[src/rtl/tx_frame_scheduler.sv]
// Round-robin frame scheduler feeding the Ethernet TX wrapper: streams the granted
// requester's words, pads short frames, truncates long ones and paces frames with a gap.
module tx_frame_scheduler #(
  parameter int N_REQ      = 2,
  parameter int MIN_WORDS  = 15,
  parameter int MAX_WORDS  = 379,
  parameter int IFG_CYCLES = 16
) (
  input  logic                 clk_100_mhz,
  input  logic                 rst_n,
  input  logic [N_REQ-1:0]     req_valid,
  input  logic [32*N_REQ-1:0]  req_data,
  input  logic [N_REQ-1:0]     req_last,
  output logic [N_REQ-1:0]     req_ready,
  input  logic                 ready_to_write,
  input  logic                 ready_to_send,
  output logic [31:0]          data_out,
  output logic                 valid_out,
  output logic                 last_out,
  output logic                 send,
  output logic                 busy,
  output logic [1:0]           grant_id,
  output logic                 trunc_pulse,
  output logic [15:0]          frame_cnt
);

  localparam int IFG_W = $clog2(IFG_CYCLES + 1);
  localparam logic [8:0]       MIN_CNT  = 9'(MIN_WORDS);
  localparam logic [8:0]       MAX_CNT  = 9'(MAX_WORDS);
  localparam logic [IFG_W-1:0] IFG_LOAD = IFG_W'(IFG_CYCLES);
  localparam logic [1:0]       GRANT_RESET = 2'(N_REQ - 1);

  typedef enum logic [2:0] {
    S_IDLE,
    S_STREAM,
    S_DROP,
    S_PAD,
    S_LAST,
    S_WAIT_RTS,
    S_WAIT_DONE,
    S_IFG
  } state_t;

  state_t            r_state;
  state_t            w_stateNext;
  logic [8:0]        r_wordCnt;
  logic [8:0]        w_wordCntNext;
  logic [8:0]        w_cntInc;
  logic [IFG_W-1:0]  r_ifgCnt;
  logic [IFG_W-1:0]  w_ifgCntNext;
  logic [1:0]        r_grant;
  logic [1:0]        w_grantNext;
  logic [15:0]       r_frameCnt;
  logic [15:0]       w_frameCntNext;

  logic [31:0]       r_dataOut;
  logic              r_validOut;
  logic              r_lastOut;
  logic              r_send;
  logic              r_busy;
  logic              r_trunc;

  logic [31:0]       w_dataNext;
  logic              w_validNext;
  logic              w_lastNext;
  logic              w_sendNext;
  logic              w_truncNext;

  logic              w_readyState;
  logic              w_grantValid;
  logic              w_grantLast;
  logic [31:0]       w_grantData;
  logic              w_accept;
  logic [3:0]        w_validPad;
  logic [2:0]        w_idx;
  logic              w_found;
  logic [1:0]        w_rrPick;

  assign w_readyState = (r_state == S_STREAM) || (r_state == S_DROP);
  assign w_cntInc     = r_wordCnt + 9'd1;
  assign w_validPad   = 4'(req_valid);

  always_comb begin
    req_ready    = '0;
    w_grantValid = 1'b0;
    w_grantLast  = 1'b0;
    w_grantData  = 32'h0;
    for (int i = 0; i < N_REQ; i++) begin
      if (r_grant == 2'(i)) begin
        req_ready[i] = w_readyState;
        w_grantValid = req_valid[i];
        w_grantLast  = req_last[i];
        w_grantData  = req_data[32*i +: 32];
      end
    end
  end

  assign w_accept = w_grantValid && w_readyState;

  // Search starts one past the last grant so a waiting requester always goes next.
  always_comb begin
    w_found  = 1'b0;
    w_rrPick = r_grant;
    w_idx    = 3'd0;
    for (int k = 1; k <= N_REQ; k++) begin
      w_idx = 3'(r_grant) + 3'(k);
      if (w_idx >= 3'(N_REQ)) begin
        w_idx = w_idx - 3'(N_REQ);
      end
      if (!w_found && w_validPad[w_idx[1:0]]) begin
        w_found  = 1'b1;
        w_rrPick = w_idx[1:0];
      end
    end
  end

  always_comb begin
    w_stateNext    = r_state;
    w_wordCntNext  = r_wordCnt;
    w_ifgCntNext   = r_ifgCnt;
    w_grantNext    = r_grant;
    w_frameCntNext = r_frameCnt;
    w_dataNext     = 32'h0;
    w_validNext    = 1'b0;
    w_lastNext     = 1'b0;
    w_sendNext     = 1'b0;
    w_truncNext    = 1'b0;

    case (r_state)
      S_IDLE: begin
        if (w_found) begin
          w_grantNext   = w_rrPick;
          w_wordCntNext = 9'd0;
          w_stateNext   = S_STREAM;
        end
      end

      // The length cap is tested before the pad decision, so a frame ending exactly at MAX is kept.
      S_STREAM: begin
        if (w_accept) begin
          w_validNext   = 1'b1;
          w_dataNext    = w_grantData;
          w_wordCntNext = w_cntInc;
          if (!w_grantLast && (w_cntInc == MAX_CNT)) begin
            w_stateNext = S_DROP;
            w_truncNext = 1'b1;
          end else if (w_grantLast) begin
            w_stateNext = (w_cntInc < MIN_CNT) ? S_PAD : S_LAST;
          end
        end
      end

      S_DROP: begin
        if (w_accept && w_grantLast) begin
          w_stateNext = S_LAST;
        end
      end

      S_PAD: begin
        w_validNext   = 1'b1;
        w_wordCntNext = w_cntInc;
        if (w_cntInc >= MIN_CNT) begin
          w_stateNext = S_LAST;
        end
      end

      S_LAST: begin
        w_lastNext  = 1'b1;
        w_stateNext = S_WAIT_RTS;
      end

      S_WAIT_RTS: begin
        if (ready_to_send) begin
          w_sendNext     = 1'b1;
          w_frameCntNext = r_frameCnt + 16'd1;
          w_stateNext    = S_WAIT_DONE;
        end
      end

      S_WAIT_DONE: begin
        if (ready_to_write) begin
          w_ifgCntNext = IFG_LOAD;
          w_stateNext  = S_IFG;
        end
      end

      S_IFG: begin
        if (r_ifgCnt == '0) begin
          w_stateNext = S_IDLE;
        end else begin
          w_ifgCntNext = r_ifgCnt - 1'b1;
        end
      end

      default: begin
        w_stateNext = S_IFG;
      end
    endcase
  end

  always_ff @(posedge clk_100_mhz) begin
    if (!rst_n) begin
      r_state    <= S_IFG;
      r_ifgCnt   <= IFG_LOAD;
      r_wordCnt  <= 9'd0;
      r_grant    <= GRANT_RESET;
      r_frameCnt <= 16'd0;
      r_dataOut  <= 32'h0;
      r_validOut <= 1'b0;
      r_lastOut  <= 1'b0;
      r_send     <= 1'b0;
      r_busy     <= 1'b0;
      r_trunc    <= 1'b0;
    end else begin
      r_state    <= w_stateNext;
      r_ifgCnt   <= w_ifgCntNext;
      r_wordCnt  <= w_wordCntNext;
      r_grant    <= w_grantNext;
      r_frameCnt <= w_frameCntNext;
      r_dataOut  <= w_dataNext;
      r_validOut <= w_validNext;
      r_lastOut  <= w_lastNext;
      r_send     <= w_sendNext;
      r_busy     <= (w_stateNext != S_IDLE);
      r_trunc    <= w_truncNext;
    end
  end

  assign data_out    = r_dataOut;
  assign valid_out   = r_validOut;
  assign last_out    = r_lastOut;
  assign send        = r_send;
  assign busy        = r_busy;
  assign grant_id    = r_grant;
  assign trunc_pulse = r_trunc;
  assign frame_cnt   = r_frameCnt;

endmodule
[config.mk]
export PLATFORM = sky130hd
export DESIGN_NAME = tx_frame_scheduler
export DESIGN_NICKNAME = d
export VERILOG_FILES = /design/src/rtl/tx_frame_scheduler.sv
export SDC_FILE = /design/constraint.sdc
export NUM_CORES = 1
export LEC_CHECK = 0
export ABC_AREA = 1
export CORE_MARGIN = 2
export CORE_UTILIZATION = 41
export DETAILED_ROUTE_END_ITERATION = 12
export GPL_ROUTABILITY_DRIVEN = 0
export MAX_ROUTING_LAYER = met4
export PLACE_DENSITY = 0.76
export REMOVE_ABC_BUFFERS = 1
export SLEW_MARGIN = 30
export SYNTH_ARGS = -nofsm -noshare
export SYNTH_HDL_FRONTEND = slang
export SYNTH_SLANG_ARGS = --single-unit
[constraint.sdc]
create_clock -name clk_100_mhz -period 2.2 [get_ports clk_100_mhz]
set_clock_uncertainty 0.15 [all_clocks]
set_input_delay 0.44 -clock clk_100_mhz [delete_from_list [all_inputs] [get_ports clk_100_mhz]]
set_output_delay 0.44 -clock clk_100_mhz [all_outputs]
set_load 0.01 [all_outputs]
Yosys cells after proc, flatten, opt, wreduce, memory -nomap -nowiden
Index checks and enable logic that the tools add are counted.
{"block": "word_totals", "inputBits": 72, "elab_cells": 97, "out_inout_bits": 57, "reg_bits": 72}
{"block": "op_classes", "reduce_logical": 20, "magnitude_cmp": 6, "eq_ne": 13, "add_sub_neg": 7, "n_mux": 40}
{"cell": "$mux 32", "count": 2}
{"cell": "$mux 3", "count": 10}
{"cell": "$pmux 9 s3", "count": 1}
{"cell": "$pmux 3 s8", "count": 1}
{"cell": "$mux 9", "count": 2}
{"cell": "$add 16x1->16 const B", "count": 1}
{"cell": "$mux 1", "count": 14}
{"cell": "$eq 3x3->1 const B", "count": 4}
{"cell": "$reduce_and 3->1", "count": 4}
{"cell": "$mux 5", "count": 2}
{"cell": "$pmux 5 s2", "count": 1}
{"cell": "$add 9x1->9 const B", "count": 1}
{"cell": "$eq 9x9->1 const B", "count": 1}
{"cell": "$ge 9x4->1 const B", "count": 1}
{"cell": "$lt 9x4->1 const B", "count": 1}
{"cell": "$mux 2", "count": 4}
{"cell": "$ne 2x2->1 const B", "count": 4}
{"cell": "$eq 3x2->1 const B", "count": 2}
{"cell": "$ge 3x2->1 const B", "count": 2}
{"cell": "$lt 2x3->1 const B", "count": 2}
{"cell": "$reduce_bool 3->1", "count": 2}
{"cell": "$logic_not 5->1", "count": 1}
{"cell": "$sub 5x1->5 const B", "count": 1}
{"cell": "$bmux 1 s2", "count": 2}
{"cell": "13 further kinds", "count": 20}

Depth between registers and ports, before layout
{"block": "depth", "ltp_word": 12, "ltp_mapped": 14, "ltp_nobuf": 14}

Worst setup path before layout
Ideal clock, no wire load.
{"block": "synth_path", "path_type": "register -> register", "start": "reg r_wordCnt[0]", "end": "reg r_busy, in the netlist busy", "setup_slack_ns": 0.354, "synth_period_minus_slack_ns": 1.846, "arrival_time_ns": 1.565, "required_time_ns": 1.919, "stages_incl_launch_ff": 14, "path_buffers": 0, "path_cell_list": "dfxtp_1 > ha_1 > nand2_2 > inv_1 > nor2_1 > nand3_1 > nor2_1 > nor2_1 > nand3_1 > nand3_1 > nand2_1 > nand2_1 > nor2_1 > a21oi_2"}
{"block": "synth_via", "elab_chain_cells": 8, "elab_cells_between_ends": 12, "cone_classes": "add/sub (1); order compare (2); eq/ne (1); mux (6); reduce/logical (2)"}
{"element": "from (decl)", "line": "46", "source": "logic [8:0] r_wordCnt;"}
{"element": "from (signal assigned)", "line": "217", "source": "r_wordCnt <= w_wordCntNext;"}
{"element": "$add 9x1->9 (*)", "line": "80", "source": "assign w_cntInc = r_wordCnt + 9'd1;"}
{"element": "$lt 9x4->1", "line": "148", "source": "w_stateNext = (w_cntInc < MIN_CNT) ? S_PAD : S_LAST;"}
{"element": "$mux 3", "line": "148"}
{"element": "$mux 3", "line": "147", "source": "end else if (w_grantLast) begin"}
{"element": "$mux 3", "line": "144", "source": "if (!w_grantLast && (w_cntInc == MAX_CNT)) begin"}
{"element": "$mux 3", "line": "140", "source": "if (w_accept) begin"}
{"element": "$pmux 3 s8 (*)", "line": "129", "source": "case (r_state)"}
{"element": "$reduce_bool 3->1 (*)", "line": "224", "source": "r_busy <= (w_stateNext != S_IDLE);"}
{"element": "to (signal assigned)", "line": "224"}
{"element": "to (decl)", "line": "60", "source": "logic r_busy;"}
Mark *: on every way between the ends. The rest lies on a longest branch, timed or not.
A chain may end at the register's enable or synchronous reset.

Worst setup path in the final report
Ends and elaborated chain as after synthesis.

==> results.json <==
{
  "max_cap_viol_count": 0,
  "numPortBuffers": 128,
  "grt_start_max_net_pins": 34,
  "post_layout_nonfiller_instances": 712,
  "yosys_warnings": 0,
  "fin_crit_sh_pct": 93.1,
  "grt_util_all_layers_pct": 22.9,
  "layout-drive-gt1-share_pct": 9.51,
  "slew_headroom_pct": 75.2,
  "critPathRequiredTime_ns": 2.34,
  "numClockSinks": 72,
  "dieArea_mm2": 0.00869,
  "seq_area_frac_synth_pct": 44.1,
  "cts_tree": "yes",
  "cts_max_path_buffers": 2,
  "netlist_instances": 463,
  "dpl.cell_count": 697,
  "start_util_pct": 42.3,
  "num_vias": 3509,
  "core_area_mm2": 0.00773,
  "ys_types": 34,
  "drtPass1Iterations": 4,
  "start_kind": "register",
  "wl_per_cell_um": 13.4,
  "tightest_slew_ns": 0.369,
  "regArea_mm2": 0.00145,
  "ys_seq_elements": 72,
  "netlist_area_mm2": 0.00327,
  "hold_buffers": 0,
  "synth.avg_cell_area_um2": 7.05,
  "fmax_mhz": 488,
  "cp_cell_sequence": "ha_2, nand2_2, nor2_4, nand3_1, nand2_1, nand3_1, nor2_1, nand3_1, nand2_1, inv_1, nand2_1, nor2_2, a21oi_2",
  "crit_buf_inv": 1,
  "setup.worst_path.end_class": "register",
  "cp_top_family": "simple AND/OR/NAND/NOR gates",
  "globalRouteOverflowTotal": 0,
  "nFillCells": 676,
  "clk_pin_slew_ns": 0.07,
  "ir_drop_v": 0.000413,
  "placed_area_mm2": 0.00476,
  "viasPerCell": 4.93,
  "slowest_stage": "dfxtp_2",
  "postRouteWirelength_um": 9570,
  "cts.root.buffer_cell": "clkbuf_8",
  "period_needed_ns": 2.05,
  "cts_max_level": 3,
  "final_hold_viol_count": 0,
  "crit_path_max_fanout": 6,
  "synth_largest_area_cell": "dfxtp_1",
  "detailed_place_hpwl_um": 7150,
  "cts_buffers": 9,
  "grt_pass1_wl_um": 15300,
  "chipHeight_um": 93.2,
  "hold_class": "reg2reg",
  "drt-initial-drc-count": 149,
  "p_leak_nw": 2.02,
  "crit_arrival_ns": 2.18,
  "max_stage_delay_ns": 0.39,
  "fin_util_pct": 63.9,
  "die-width_um": 93.2,
  "drcViolationCount": 0,
  "ios": 129,
  "multi_input_area_mm2": 0.00159,
  "area_delta_synth_final_pct": 51.3,
  "clock_latency_ns": 0.34,
  "setup_viol": 0,
  "n_antenna_cell": 0,
  "synth_area_leaders": "dfxtp_1, nand2_1, a21oi_1, inv_1, nand3_1",
  "critPathKind": "reg2reg",
  "rsz0062_at_grt": "yes",
  "slew_viol_final": 0,
  "power.density_mw_per_mm2": 748,
  "grt_pass1_vias": 3150,
  "nets": 682,
  "p_total_mw": 3.70,
  "antenna_found_initial": 0,
  "drtAntennaViolNets": 0,
  "yosysTopAreaCellShare_pct": 44.1,
  "status": "finished clean",
  "hold_slack_ns": 0.330,
  "row_count": 32,
  "postLayoutCellArea_mm2": 0.00494
}
-- report_power, final --
| group | internal (mW) | leakage (nW) | switching, mW |
|---|---|---|---|
| clock | 0.431 | 0.0841 | 0.494 |
| sequential | 1.46 | 0.584 | 0.135 |
| combinational | 0.515 | 1.35 | 0.666 |
| total | 2.40 | 2.02 | 1.30 |
-- Yosys cell counts --
master    count
nor2_1       31
nor3_2        1
o21a_1        2
inv_2         1
nor3_1       15
nor2_4        4
nor2_2        4
nand3_4       1
buf_1         1
nand2_2       4
a21oi_2       1
a21oi_1      54
nand2_1     136
buf_2         1
xnor2_1       1
o21ai_1       3
inv_1        53
ha_1          4
nand3_1      26
nand3_2       1
nor4_1        1
o22ai_2       1
xor2_1        2
clkbuf_1     10
nand4_1       5
nand3b_1      1
and3_1        2
o21ai_0      12
dfxtp_1      72
nor3b_1       2
a31oi_1       1
a22oi_1       7
o22ai_1       1
a211oi_1      2
-- what timing repair did --
action                     4_1_cts  5_1_grt
resized for setup                3       11
setup buffers                    0        0
pin swaps                        0        0
setup endpoints to repair        2        4
-- path summary, 6_finish.rpt --
path	from	to	slack, ns	depth (start not counted)
min reg2reg	r_ifgCnt[4]	r_ifgCnt[4]	0.33	2
min	r_ifgCnt[4]	r_ifgCnt[4]	0.33	2
max reg2reg	r_wordCnt[0]	busy	0.15	13
max	r_wordCnt[0]	busy	0.15	13
-- worst reg2reg max path, stage by stage, from the launching register on --
cell	delay [ns]
dfxtp_2	0.39
ha_2	0.21
nand2_2	0.11
nor2_4	0.13
nand3_1	0.10
nand2_1	0.15
nand3_1	0.09
nor2_1	0.16
nand3_1	0.15
nand2_1	0.09
inv_1	0.04
nand2_1	0.06
nor2_2	0.05
a21oi_2	0.11
-- cells in the final DEF (no fill, tap or decap), types with 10 or more instances in the layout --
| cell type | synthesis | routed |
|---|---|---|
| dfxtp_1 | 72 | 69 |
| nand2_1 | 136 | 136 |
| a21oi_1 | 54 | 54 |
| nor2_1 | 31 | 29 |
| inv_1 | 53 | 53 |
| nor3_1 | 15 | 15 |
| buf_4 | 0 | 15 |
| o21ai_0 | 12 | 12 |
| clkdlybuf4s50_1 | 0 | 126 |
| clkbuf_8 | 0 | 10 |
| nand3_1 | 26 | 26 |
-- flip-flops by register name (all words and copies together) (netlist names) --
name,flops
grant_id,2
send,1
busy,1
last_out,1
trunc_pulse,1
r_state,3
data_out,32
r_ifgCnt,5
valid_out,1
r_wordCnt,9
frame_cnt,16
-- stage by stage --
step	worst slack, ns	setup TNS [ns]
floorplan	-0.214	-7.07
global placement	0.0693	0
detailed placement	0.0347	0
CTS	0.0606	0
global route	-0.00646	-0.00646
finish	0.151	0
-- cell families after synthesis --
group / after synthesis / share of synthesized area, %
buffers and inverters: 66 / 7.62
flip-flops: 72 / 44.1
AO/OA/AOI/OAI: 84 / 14.1
AND/OR/NAND/NOR: 234 / 31.8
adder cells (fa/ha/maj): 4 / 1.53
XOR/XNOR: 3 / 0.805
-- cell type report --
class / instances / area share, %
Clock buffer: 10 / 2.79
Clock inverter: 5 / 0.684
Sequential cell: 72 / 29.3
Timing Repair Buffer: 144 / 28.4
Multi-Input combinational cell: 325 / 32.1
Tap cell: 102 / 2.58
Inverter: 54 / 4.10
-- metal layers --
layer  GRT usage, %  share of wire [%]
met1           28.3                 45
met2           36.4                 48
met3           6.04                5.8
met4           7.97                1.9
met5              -                  0
No activity file was read; power rests on OpenSTA's default activity.
